<file path="config.mk">
export PLATFORM = sky130hd
export DESIGN_NAME = fetch_prefetch_queue
export DESIGN_NICKNAME = d
export VERILOG_FILES = /design/src/rtl/fetch_pkg.sv /design/src/rtl/sync_fifo.sv /design/src/rtl/fetch_prefetch_queue.sv
export SDC_FILE = /design/constraint.sdc
export NUM_CORES = 1
export LEC_CHECK = 0
export CAP_MARGIN = 20
export CELL_PAD_IN_SITES_DETAIL_PLACEMENT = 1
export CELL_PAD_IN_SITES_GLOBAL_PLACEMENT = 2
export CORE_ASPECT_RATIO = 0.75
export CORE_MARGIN = 1
export CORE_UTILIZATION = 40
export DETAILED_ROUTE_END_ITERATION = 10
export GPL_ROUTABILITY_DRIVEN = 0
export PLACE_DENSITY = 0.88
export SYNTH_ARGS = -nofsm -noshare
export SYNTH_HDL_FRONTEND = slang
export SYNTH_HIERARCHICAL = 1
export SYNTH_SLANG_ARGS = --single-unit
</file>
<file path="constraint.sdc">
create_clock -name clk -period 9 [get_ports clk]
set_clock_uncertainty 0.05 [all_clocks]
set_input_delay 2.25 -clock clk [delete_from_list [all_inputs] [get_ports clk]]
set_output_delay 2.25 -clock clk [all_outputs]
set_load 0.02 [all_outputs]
</file>
<file path="src/rtl/fetch_pkg.sv">
// Shared widths, reset constants and the buffered entry type for the fetch prefetch queue.
package fetch_pkg;
    localparam int PC_W    = 32;
    localparam int INSTR_W = 32;

    localparam logic [PC_W-1:0] PC_STEP = 32'd4;
    localparam logic [PC_W-1:0] RST_PC  = 32'h0000_0000;

    typedef struct packed {
        logic [INSTR_W-1:0] instr;
        logic [PC_W-1:0]    pc;
    } fetch_entry_t;

    // Bits needed to hold the values 0..max_val inclusive.
    function automatic int cnt_w(input int max_val);
        return $clog2(max_val + 1);
    endfunction
endpackage

</file>
<file path="src/rtl/sync_fifo.sv">
// Generic synchronous FIFO with flush; DEPTH must be a power of two so the pointers wrap naturally.
module sync_fifo
    import fetch_pkg::*;
#(
    parameter int WIDTH = 64,
    parameter int DEPTH = 4,
    localparam int AW = $clog2(DEPTH),
    localparam int CW = cnt_w(DEPTH)
) (
    input  logic             clk,
    input  logic             rst,
    input  logic             flush,
    input  logic             push,
    input  logic             pop,
    input  logic [WIDTH-1:0] wdata,
    output logic [WIDTH-1:0] rdata,
    output logic             full,
    output logic             empty,
    output logic [CW-1:0]    count
);
    logic [WIDTH-1:0] mem_q [DEPTH];
    logic [WIDTH-1:0] mem_d [DEPTH];
    logic [AW-1:0]    wr_ptr_q, wr_ptr_d;
    logic [AW-1:0]    rd_ptr_q, rd_ptr_d;
    logic [CW-1:0]    count_q, count_d;
    logic             wr_en, rd_en;

    always_comb begin
        wr_en    = push && !full;
        rd_en    = pop && !empty;
        mem_d    = mem_q;
        wr_ptr_d = wr_ptr_q;
        rd_ptr_d = rd_ptr_q;
        count_d  = count_q;
        // Flush wins over any push or pop issued in the same cycle.
        if (flush) begin
            wr_ptr_d = '0;
            rd_ptr_d = '0;
            count_d  = '0;
        end else begin
            if (wr_en) begin
                mem_d[wr_ptr_q] = wdata;
                wr_ptr_d        = wr_ptr_q + AW'(1);
            end
            if (rd_en) begin
                rd_ptr_d = rd_ptr_q + AW'(1);
            end
            count_d = count_q + CW'(wr_en) - CW'(rd_en);
        end
    end

    always_ff @(posedge clk) begin
        if (rst) begin
            mem_q    <= '{default: '0};
            wr_ptr_q <= '0;
            rd_ptr_q <= '0;
            count_q  <= '0;
        end else begin
            mem_q    <= mem_d;
            wr_ptr_q <= wr_ptr_d;
            rd_ptr_q <= rd_ptr_d;
            count_q  <= count_d;
        end
    end

    assign full  = (count_q == CW'(DEPTH));
    assign empty = (count_q == '0);
    assign count = count_q;
    assign rdata = mem_q[rd_ptr_q];
endmodule

</file>
<file path="src/rtl/fetch_prefetch_queue.sv">
// Sequential instruction prefetcher with in-order memory responses, decode hold and redirect flush.
// Optional FETCH_BYPASS_EN forwards a response straight to the output when the buffer is empty.
module fetch_prefetch_queue #(
    parameter int          DEPTH        = 4,
    parameter int          MAX_INFLIGHT = 2,
    parameter logic [31:0] RST_PC       = fetch_pkg::RST_PC,
    parameter logic [31:0] PC_STEP      = fetch_pkg::PC_STEP
) (
    input  logic        clk,
    input  logic        rst,
    input  logic        redirect,
    input  logic [31:0] redirect_pc,
    output logic        mem_req,
    output logic [31:0] mem_addr,
    input  logic        mem_gnt,
    input  logic        mem_rvalid,
    input  logic [31:0] mem_rdata,
    input  logic        keep,
    output logic        out_valid,
    output logic [31:0] out_instr,
    output logic [31:0] out_pc
);
    import fetch_pkg::*;

    localparam int FW = cnt_w(DEPTH);
    localparam int IW = cnt_w(MAX_INFLIGHT);
    localparam int SW = FW + 1;

    logic [31:0]   fetch_pc_q, fetch_pc_d;
    logic [31:0]   resp_pc_q, resp_pc_d;
    logic [IW-1:0] inflight_q, inflight_d;
    logic [IW-1:0] discard_q, discard_d;

    logic          fifo_push, fifo_pop, fifo_full, fifo_empty;
    logic [FW-1:0] fifo_count;
    fetch_entry_t  wr_entry, head;

    logic          gnt_fire, rsp_ok, bypass;
    logic [SW-1:0] reserved;

    // Handshakes: a request transfers on a cycle with mem_req && mem_gnt; a response is one
    // mem_rvalid cycle, returned in request order; the head transfers on out_valid && !keep.
    always_comb begin
        rsp_ok   = mem_rvalid && (discard_q == '0) && !redirect;
        // Buffered plus in-flight entries that will actually land in the FIFO.
        reserved = SW'(fifo_count) + SW'(inflight_q) - SW'(discard_q);
        mem_req  = !rst && !redirect && (inflight_q < IW'(MAX_INFLIGHT))
                   && (reserved < SW'(DEPTH)) && !fifo_full;
        mem_addr = fetch_pc_q;
        gnt_fire = mem_req && mem_gnt;
`ifdef FETCH_BYPASS_EN
        bypass   = fifo_empty && rsp_ok;
`else
        bypass   = 1'b0;
`endif
        wr_entry  = '{instr: mem_rdata, pc: resp_pc_q};
        fifo_push = rsp_ok && !(bypass && !keep);
        fifo_pop  = !fifo_empty && !keep && !redirect;
        out_valid = !fifo_empty || bypass;
        out_instr = bypass ? mem_rdata : head.instr;
        out_pc    = bypass ? resp_pc_q : head.pc;

        inflight_d = inflight_q + IW'(gnt_fire) - IW'(mem_rvalid);
        if (redirect) begin
            fetch_pc_d = redirect_pc;
            resp_pc_d  = redirect_pc;
            discard_d  = inflight_q - IW'(mem_rvalid);
        end else begin
            fetch_pc_d = gnt_fire ? fetch_pc_q + PC_STEP : fetch_pc_q;
            resp_pc_d  = rsp_ok ? resp_pc_q + PC_STEP : resp_pc_q;
            discard_d  = (mem_rvalid && discard_q != '0) ? discard_q - IW'(1) : discard_q;
        end
    end

    always_ff @(posedge clk) begin
        if (rst) begin
            fetch_pc_q <= RST_PC;
            resp_pc_q  <= RST_PC;
            inflight_q <= '0;
            discard_q  <= '0;
        end else begin
            fetch_pc_q <= fetch_pc_d;
            resp_pc_q  <= resp_pc_d;
            inflight_q <= inflight_d;
            discard_q  <= discard_d;
        end
    end

    sync_fifo #(
        .WIDTH ($bits(fetch_entry_t)),
        .DEPTH (DEPTH)
    ) u_fifo (
        .clk   (clk),
        .rst   (rst),
        .flush (redirect),
        .push  (fifo_push),
        .pop   (fifo_pop),
        .wdata (wr_entry),
        .rdata (head),
        .full  (fifo_full),
        .empty (fifo_empty),
        .count (fifo_count)
    );
endmodule

</file>
==> run_results.csv, run 1 <==
group,metric,value,unit
detailed_routing,remaining_drc_errors,0,
global_route,grt_first_pass_wirelength,68.1,mm
synthesis,netlist_area,15900,um^2
clock_tree,cts.path.max_buffers,3,
finish,antennaDiodeCount,0,
pwr,cellInternalPower,2.53,mW
synthesis,ys_top_cells_by_area,"dfxtp_1, mux2i_1, nand2b_1",
placement,hpwl,27.8,mm
synthesis,synth_nets,1587,
detailed_routing,viasPerCell,5.31,
detailed_routing,wl_per_cell,19.9,um
clock_tree,path_clk_slew,0.06,ns
finish,finalNetCount,1696,
synthesis,ys_warn_count,6,
detailed_routing,drt-total-wl,42.7,mm
critical_path,path_max_fanout,73,
finish,area_delta_synth_final,19.1,%
critical_path,rr_worst_depth,14,
critical_path,arrival,3.95,ns
synthesis,async_flop_share,0,%
die,die_w,233,um
global_route,track_usage,21.1,%
die,dieHeight,175,um
clock_tree,postCtsResizedCells,0,
pwr,seqPwrFrac,46.3,%
synthesis,yosysTopAreaCell,"dfxtp_1",
clock_tree,cts.sinks,331,
clock_tree,numCtsBuffers,36,
sta,finalHoldViolations,0,
critical_path,crit_path_start,"redirect",
die,dieArea,40700,um^2
run,drv_cap,0,
pwr,p_sw_share,23.8,%
finish,final_area,19000,um^2
sta,slew_viol_final,0,
critical_path,start_kind,"primary input",
placement,place_area,17800,um^2
detailed_routing,dr_total_vias,11362,
run_status,outcome,"finished clean",
pwr,p_sw,0.791,mW
synthesis,syn_area_per_cell,10.6,um^2
sta,fin_setup_tns,0,ns
global_route,grt_max_degree,105,
critical_path,critPathKind,"in -> out",
synthesis,synthCells,1500,
synthesis,synth_top_area_share,41.6,%
clock_tree,cts_setup_buffers,0,
sta,setup_viol,0,
pwr,cellPowerDensity,175,nW/um^2
pwr,combPwrFrac,9.0,%
clock_tree,clock_latency,0.53,ns
critical_path,endpoint,"mem_req",
sta,max_freq,160,MHz
detailed_routing,drt_iter0_drc,585,
die,core_area,38800,um^2
synthesis,synth-seq-area-share,41.6,%
sta,tightest_slew,1.03,ns
clock_tree,root_buffer,"clkbuf_16",
synthesis,synth_ff_type,"dfxtp_1",
sta,relSlewSlack,31.2,%
placement,port_buffers,167,
global_route,grt_remaining_overflow,0,
global_route,first_global_vias,12123,
clock_tree,htreeDepth,2,
worst_hold_path,hold_class,"reg -> reg",
synthesis,synth_edf_count,0,
finish,drive_above_1_share,9.21,%
sta,rsz0062_at_grt,"no",
pwr,ir_drop,0.0898,mV
synthesis,synth-seq-cells,331,
critical_path,cp-end-kind,"output pin",
pwr,p_leak,7.63,nW
critical_path,r2r_slack,5.14,ns
critical_path,r2r-start,"u_fifo/count[1]",
detailed_routing,drtAntennaViolNets,0,
critical_path,r2r-end,"inflight_q[1]",
sta,fin_crit,6.25,ns
clock_tree,holdBufCountCts,0,
pwr,clkPwrFrac,44.8,%
detailed_routing,drtPass1Iterations,4,
synthesis,synth.distinct_cells,62,
sta,fin_crit_sh,69.5,%
die,io_pins,168,
die,start_util,41.1,%
die,rows,62,
clock_tree,cts_tree,"yes",
global_route,antenna_found_initial,1,
critical_path,critPathRequiredTime,6.70,ns
==> metal layers <==
layer | vias up | part of all wire (%) | GRT usage [%]
li1 | 5431 | - | -
met1 | 5746 | 50 | 30.3
met2 | 134 | 46 | 33.6
met3 | 51 | 3.0 | 3.28
met4 | 0 | 1.4 | 4.19
met5 | - | 0 | 0
==> kinds of logic after synthesis <==
group,Yosys count,share of synthesized area (%)
mux,327,25.6
xor+xnor,40,2.20
compound gates,129,5.97
simple gates,489,18.4
fa+ha+maj,17,1.43
buf+inv,167,4.83
flops,331,41.6
==> final cells by class <==
cell class,instances,area [um^2]
inverters,57,216
clock buffers,49,1000
fillers,4196,19800
multi-input cells,1002,8560
flip-flops and latches,331,6630
well taps,512,641
repair buffers,181,1800
clock inverters,9,148
==> stage by stage <==
step / cells / worst slack, ns / util, % / total power, mW / hold slack (ns)
2_1_floorplan: 1500 / 3.79 / - / 1.74 / 0.387
3_3_place_gp: 2082 / 2.81 / 46.0 / 1.86 / 0.399
3_5_place_dp: 2082 / 2.73 / 46.0 / 1.86 / 0.409
4_1_cts: 2140 / 2.72 / 48.9 / 3.36 / 0.426
5_1_grt: 2141 / 2.63 / 49.0 / 3.45 / 0.441
6_report: 2141 / 2.75 / 49.0 / 3.32 / 0.422
==> flip-flops by register name, indices dropped and copies added (netlist names) <==
register,cells
u_fifo/wr_ptr_q,2
u_fifo/mem_q,256
inflight_q,2
u_fifo/rd_ptr_q,2
u_fifo/count,3
discard_q,2
resp_pc_q,32
mem_addr,32
==> synthesized netlist by cell type (all sizes together) (3+ instances only) <==
| master | instances |
|---|---|
| o22ai | 3 |
| o211ai | 5 |
| nand2b | 325 |
| nor3 | 20 |
| xor2 | 13 |
| clkbuf | 62 |
| ha | 15 |
| mux2i | 261 |
| xnor2 | 27 |
| or3 | 6 |
| a21oi | 29 |
| nor2b | 3 |
| nor2 | 23 |
| nand2 | 34 |
| nand4 | 9 |
| nor4 | 24 |
| buf | 48 |
| inv | 57 |
| a211oi | 6 |
| mux4 | 64 |
| a31oi | 3 |
| and2 | 4 |
| and3 | 4 |
| nand3 | 20 |
| o31a | 31 |
| or2 | 4 |
| o21a | 8 |
| and4 | 4 |
| a21boi | 30 |
| dfxtp | 331 |
==> worst max-delay path: stages <==
cell and delay (ns):
buf_2 0.10, buf_4 0.34, nor4_1 0.44, o21a_1 0.21
clkdlybuf4s50_1 0.61
==> layout by cell type, fill, tap and decap left out, types with 27 or more instances in the layout <==
master	count
nand2_1	34
a21oi_1	29
o31a_1	31
xnor2_1	27
dfxtp_1	329
clkdlybuf4s50_1	165
a21boi_0	30
mux2i_1	261
mux4_2	64
nand2b_1	325
clkbuf_16	37
inv_1	55
==> worst min-delay path by stage <==
stage | start | to | slack, ns | cells past startpoint
3_5_place_dp | mem_addr[1] | mem_addr[1] | 0.41 | 2
4_1_cts | u_fifo/mem_q[178] | u_fifo/mem_q[178] | 0.43 | 2
2_1_floorplan | resp_pc_q[0] | resp_pc_q[0] | 0.39 | 2
5_1_grt | u_fifo/mem_q[249] | u_fifo/mem_q[249] | 0.44 | 2
3_3_place_gp | mem_addr[1] | mem_addr[1] | 0.40 | 2
6_report | u_fifo/mem_q[218] | u_fifo/mem_q[218] | 0.42 | 2
==> power by group through the flow <==
stage               logic, mW  clock network [mW]  registers (mW)
floorplan               0.176                   0            1.57
global placement        0.289                   0            1.57
detailed placement      0.298                   0            1.57
CTS                     0.299                1.53            1.53
global route            0.322                1.59            1.54
finish                  0.297                1.49            1.54
No activity file was read; power rests on OpenSTA's default activity.
==> run 2, diff against run 1 <==
--- a/config.mk
+++ b/config.mk
@@ -10,10 +10,10 @@
 export CELL_PAD_IN_SITES_GLOBAL_PLACEMENT = 2
 export CORE_ASPECT_RATIO = 0.75
 export CORE_MARGIN = 1
-export CORE_UTILIZATION = 40
+export CORE_UTILIZATION = 34
 export DETAILED_ROUTE_END_ITERATION = 10
 export GPL_ROUTABILITY_DRIVEN = 0
-export PLACE_DENSITY = 0.88
+export PLACE_DENSITY = 0.8
 export SYNTH_ARGS = -nofsm -noshare
 export SYNTH_HDL_FRONTEND = slang
 export SYNTH_HIERARCHICAL = 1
==> constraint.sdc (replaced) <==
create_clock -name clk -period 5.4 [get_ports clk]
set_clock_uncertainty 0.05 [all_clocks]
set_input_delay 1.35 -clock clk [delete_from_list [all_inputs] [get_ports clk]]
set_output_delay 1.35 -clock clk [all_outputs]
set_load 0.02 [all_outputs]
==> run_results.csv, run 2 (synthesized netlist as in run 1, its figures left out) <==
group,metric,value,unit
run_status,outcome,"finished clean",
detailed_routing,remaining_drc_errors,0,
sta,tightest_slew,0.994,ns
critical_path,cp-end-kind,"output pin",
global_route,antenna_found_initial,0,
worst_hold_path,hold_class,"reg -> reg",
critical_path,cpPeakStageDelay,0.61,ns
critical_path,critPathRequiredTime,4.00,ns
critical_path,crit_family,"adder cells",
finish,drive_above_1_share,9.98,%
pwr,combPwrFrac,8.6,%
sta,setup_viol,0,
detailed_routing,drt-total-wl,43.8,mm
sta,relSlewSlack,33.4,%
pwr,p_leak,7.73,nW
sta,fin_crit,4.78,ns
clock_tree,numCtsBuffers,38,
clock_tree,htreeDepth,2,
global_route,grt_first_pass_wirelength,70.1,mm
finish,largest_reg_flops,256,
clock_tree,postCtsResizedCells,0,
pwr,power,5.72,mW
run,drv_cap,0,
clock_tree,holdBufCountCts,0,
die,die_w,252,um
critical_path,critPathKind,"reg -> out",
pwr,cellPowerDensity,296,nW/um^2
pwr,p_sw_share,23.9,%
die,rows,68,
pwr,cellInternalPower,4.35,mW
detailed_routing,drt_iter0_drc,500,
critical_path,cp_common_cell,"inv_1",
detailed_routing,drtPass1Iterations,4,
sta,fin_crit_sh,88.6,%
pwr,seqPwrFrac,44.7,%
pwr,clkPwrFrac,46.7,%
finish,layout_commonest_cell,"dfxtp_1",
detailed_routing,drtAntennaViolNets,0,
placement,hpwl,29.5,mm
clock_tree,clock_latency,0.55,ns
sta,worst_slack,0.615,ns
pwr,p_sw,1.37,mW
global_route,grt_max_degree,131,
sta,slew_viol_final,0,
clock_tree,cts.sinks,331,
sta,rsz0062_at_grt,"no",
finish,regMostFlops,"u_fifo/mem_q",
critical_path,arrival,3.38,ns
pwr,ir_drop,0.221,mV
critical_path,path_buf_inv,3,
finish,antennaDiodeCount,0,
die,dieArea,47800,um^2
placement,pre_cts_ws,1.06,ns
detailed_routing,wl_per_cell,19.3,um
clock_tree,cts_setup_buffers,0,
finish,fin_util,41.9,%
clock_tree,cts_tree,"yes",
sta,finalHoldViolations,0,
die,start_util,34.6,%
finish,finalNetCount,1706,
critical_path,crit_chain,"inv_1, fa_1, inv_1, ha_1, and3b_1, nor4_4, o21a_1, clkdlybuf4s50_1",
finish,area_delta_synth_final,21.2,%
sta,fin_setup_tns,0,ns
global_route,first_global_vias,12215,
clock_tree,path_clk_slew,0.06,ns
detailed_routing,viasPerCell,4.99,
detailed_routing,dr_total_vias,11343,
global_route,track_usage,18.6,%
placement,port_buffers,167,
critical_path,path_max_fanout,8,
finish,layout_common_cells,"dfxtp_1, nand2b_1, mux2i_1",
clock_tree,cts.path.max_buffers,3,
clock_tree,root_buffer,"clkbuf_16",
sta,max_freq,209,MHz
die,dieHeight,190,um
die,core_area,46100,um^2
critical_path,cpMaxStageDelayCell,"clkdlybuf4s50_1",
critical_path,start_kind,"flop",
global_route,grt_remaining_overflow,0,
die,io_pins,168,
-- run 2: cell type report --
cell class | instances | area [um^2]
fillers | 5040 | 26800
multi-input cells | 1002 | 8560
flip-flops and latches | 331 | 6630
repair buffers | 189 | 1860
clock buffers | 56 | 1150
well taps | 630 | 788
inverters | 57 | 216
clock inverters | 8 | 121
-- run 2: path summary, 6_finish.rpt --
path	to	depth (start not counted)	from	slack, ns
max reg2reg	inflight_q[1]	14	inflight_q[1]	1.65
max	mem_req	8	inflight_q[1]	0.62
min	mem_addr[1]	2	mem_addr[1]	0.41
min reg2reg	mem_addr[1]	2	mem_addr[1]	0.41
-- run 2: power by group through the flow --
stage / sequential (mW) / combinational (mW) / clock [mW]
after global placement: 2.61 / 0.486 / 0
after CTS: 2.56 / 0.500 / 2.75
after detailed placement: 2.61 / 0.497 / 0
final: 2.56 / 0.494 / 2.67
after global routing: 2.56 / 0.536 / 2.84
after floorplan: 2.61 / 0.294 / 0
-- run 2: stage by stage --
stage / cells / hold WS, ns / area, um^2
after floorplan: 1500 / 0.387 / 15900
after global placement: 2209 / 0.397 / 18100
after detailed placement: 2209 / 0.410 / 18100
after CTS: 2273 / 0.421 / 19300
after global routing: 2273 / 0.437 / 19300
final: 2273 / 0.413 / 19300
-- run 2: worst reg2reg max path: stages, from the launching register on --
cell and delay, ns:
dfxtp_1 0.37, inv_1 0.11, fa_1 0.55, inv_1 0.05, ha_1 0.28, and3b_1 0.22, nor4_4 0.44, o21a_1 0.46
inv_2 0.18, ha_1 0.31, inv_1 0.04, ha_1 0.17, xnor2_1 0.21, xnor2_1 0.14, nor2_1 0.05
-- run 2: metal layers --
metal / track usage [%] / up-vias / routed length [um] / part of all wire, %
met5: 0 / - / 0 / 0
met4: 6.11 / 0 / 1040 / 2.4
met3: 2.54 / 60 / 1450 / 3.3
met2: 29.8 / 168 / 20000 / 46
met1: 25.6 / 5667 / 21300 / 49
li1: - / 5448 / - / -
==> run 3, diff against run 2 <==
--- a/config.mk
+++ b/config.mk
@@ -11,9 +11,11 @@
 export CORE_ASPECT_RATIO = 0.75
 export CORE_MARGIN = 1
 export CORE_UTILIZATION = 34
+export CTS_CLUSTER_SIZE = 12
 export DETAILED_ROUTE_END_ITERATION = 10
 export GPL_ROUTABILITY_DRIVEN = 0
 export PLACE_DENSITY = 0.8
+export SLEW_MARGIN = 0
 export SYNTH_ARGS = -nofsm -noshare
 export SYNTH_HDL_FRONTEND = slang
 export SYNTH_HIERARCHICAL = 1
==> run_results.csv, run 3 (synthesized netlist as in run 1, its figures left out) <==
group,metric,value,unit
detailed_routing,remaining_drc_errors,0,
detailed_routing,wl_per_cell,19.2,um
placement,pre_cts_ws,1.06,ns
sta,tightest_slew,1.01,ns
detailed_routing,drt_iter0_drc,516,
critical_path,critPathRequiredTime,4.00,ns
critical_path,path_buf_inv,3,
finish,largest_reg_flops,256,
die,start_util,34.6,%
detailed_routing,viasPerCell,4.99,
worst_hold_path,hp-start,"mem_addr[1]",
global_route,grt_first_pass_wirelength,69.8,mm
sta,relSlewSlack,32.6,%
finish,multi_input_area,8560,um^2
finish,antennaDiodeCount,0,
finish,layout_common_cells,"dfxtp_1, nand2b_1, mux2i_1",
critical_path,arrival,3.39,ns
clock_tree,cts_tree,"yes",
finish,finalNetCount,1706,
die,core_area,46100,um^2
clock_tree,cts_setup_buffers,0,
global_route,antenna_found_initial,0,
run,drv_cap,0,
detailed_routing,drt-total-wl,43.6,mm
critical_path,cpPeakStageDelay,0.61,ns
critical_path,start_kind,"flop",
sta,fin_crit_sh,88.6,%
critical_path,rr_worst_depth,14,
sta,slew_viol_final,0,
global_route,grt_max_degree,131,
run_status,outcome,"finished clean",
die,die_w,252,um
sta,fin_crit,4.79,ns
global_route,grt_remaining_overflow,0,
die,io_pins,168,
die,rows,68,
worst_hold_path,hold_depth,2,
clock_tree,numCtsBuffers,38,
global_route,track_usage,18.5,%
clock_tree,root_buffer,"clkbuf_16",
critical_path,cpMaxStageDelayCell,"clkdlybuf4s50_1",
detailed_routing,drtAntennaViolNets,0,
finish,fillCellCount,5046,
sta,fin_setup_tns,0,ns
pwr,ir_drop,0.173,mV
detailed_routing,wl_met3,1.10,mm
critical_path,path_max_fanout,8,
sta,rsz0062_at_grt,"no",
worst_hold_path,hold_class,"reg -> reg",
finish,drive_above_1_share,9.93,%
die,dieHeight,190,um
clock_tree,cts.sinks,331,
finish,seq_area,6630,um^2
critical_path,crit_family,"adder cells",
sta,max_freq,209,MHz
global_route,first_global_vias,12182,
pwr,p_leak,7.70,nW
sta,worst_slack,0.614,ns
clock_tree,htreeDepth,2,
critical_path,cp_common_cell,"inv_1",
critical_path,crit_chain,"inv_1, fa_1, inv_1, ha_1, and3b_1, nor4_4, o21a_1, clkdlybuf4s50_1",
critical_path,r2r-end,"inflight_q[1]",
clock_tree,clock_latency,0.54,ns
clock_tree,holdBufCountCts,0,
clock_tree,cts.path.max_buffers,3,
finish,layout_commonest_cell,"dfxtp_1",
clock_tree,path_clk_slew,0.06,ns
pwr,cellPowerDensity,292,nW/um^2
detailed_routing,top_layer,"met4",
critical_path,critPathKind,"reg -> out",
sta,setup_viol,0,
critical_path,r2r-start,"inflight_q[1]",
die,dieArea,47800,um^2
placement,hpwl,29.5,mm
detailed_routing,drtPass1Iterations,4,
sta,finalHoldViolations,0,
finish,area_delta_synth_final,20.9,%
worst_hold_path,hold_end,"mem_addr[1]",
detailed_routing,dr_total_vias,11334,
critical_path,cp-end-kind,"output pin",
detailed_routing,wl_met2,19.9,mm
critical_path,r2r_slack,1.65,ns
detailed_routing,wl_met1,21.6,mm
clock_tree,postCtsResizedCells,0,
placement,port_buffers,167,
finish,regMostFlops,"u_fifo/mem_q",
-- run 3: changes by cell type in the layout (fill, tap and decap cells not counted), sizes merged --
cell / delta
clkinvlp: +1
clkbuf: -2
inv: -1
bufinv: -1
clkinv: +1
-- run 3: power by group --
group	switching [mW]	leakage [nW]	internal (mW)
clock	1.03	0.595	1.54
sequential	0.0635	2.69	2.49
combinational	0.253	4.42	0.241
-- run 3: cell type report --
cell class	instances	share of cell area, %
clock inverter	8	0.493
clock buffer	54	5.84
sequential	331	34.4
tap	630	4.09
timing repair buffer	189	9.65
inverter	57	1.12
multi-input combinational	1002	44.4
-- run 3: per-layer routing --
layer	up-vias	global-route usage (%)
met3	60	2.34
met5	-	0
met2	162	29.6
met1	5671	25.8
met4	0	5.78
li1	5441	-
-- run 3: how the worst max path moves through the flow --
stage	start	endpoint	depth (start not counted)
finish	inflight_q[1]	mem_req	8
global route	inflight_q[1]	mem_req	8
CTS	inflight_q[1]	mem_req	8
detailed placement	mem_rvalid	u_fifo/mem_q[121]	6
global placement	mem_rvalid	u_fifo/mem_q[126]	6
floorplan	redirect	u_fifo/count[2]	12
-- run 3: tightest hold or removal path: cells and delay by family (launching register included) --
| family | cells | cell delay [ns] |
|---|---|---|
| simple gates | 1 | 0.05 |
| flops | 1 | 0.31 |
| compound gates | 1 | 0.05 |
-- run 3: per-stage QoR --
step / instance area (um^2) / total power, mW / instances / utilization [%] / hold slack, ns
floorplan: 15900 / 2.90 / 1500 / - / 0.387
global placement: 18100 / 3.09 / 2209 / 39.2 / 0.397
detailed placement: 18100 / 3.11 / 2209 / 39.2 / 0.410
CTS: 19300 / 5.71 / 2271 / 41.8 / 0.421
global route: 19300 / 5.84 / 2271 / 41.8 / 0.437
finish: 19300 / 5.62 / 2271 / 41.8 / 0.413
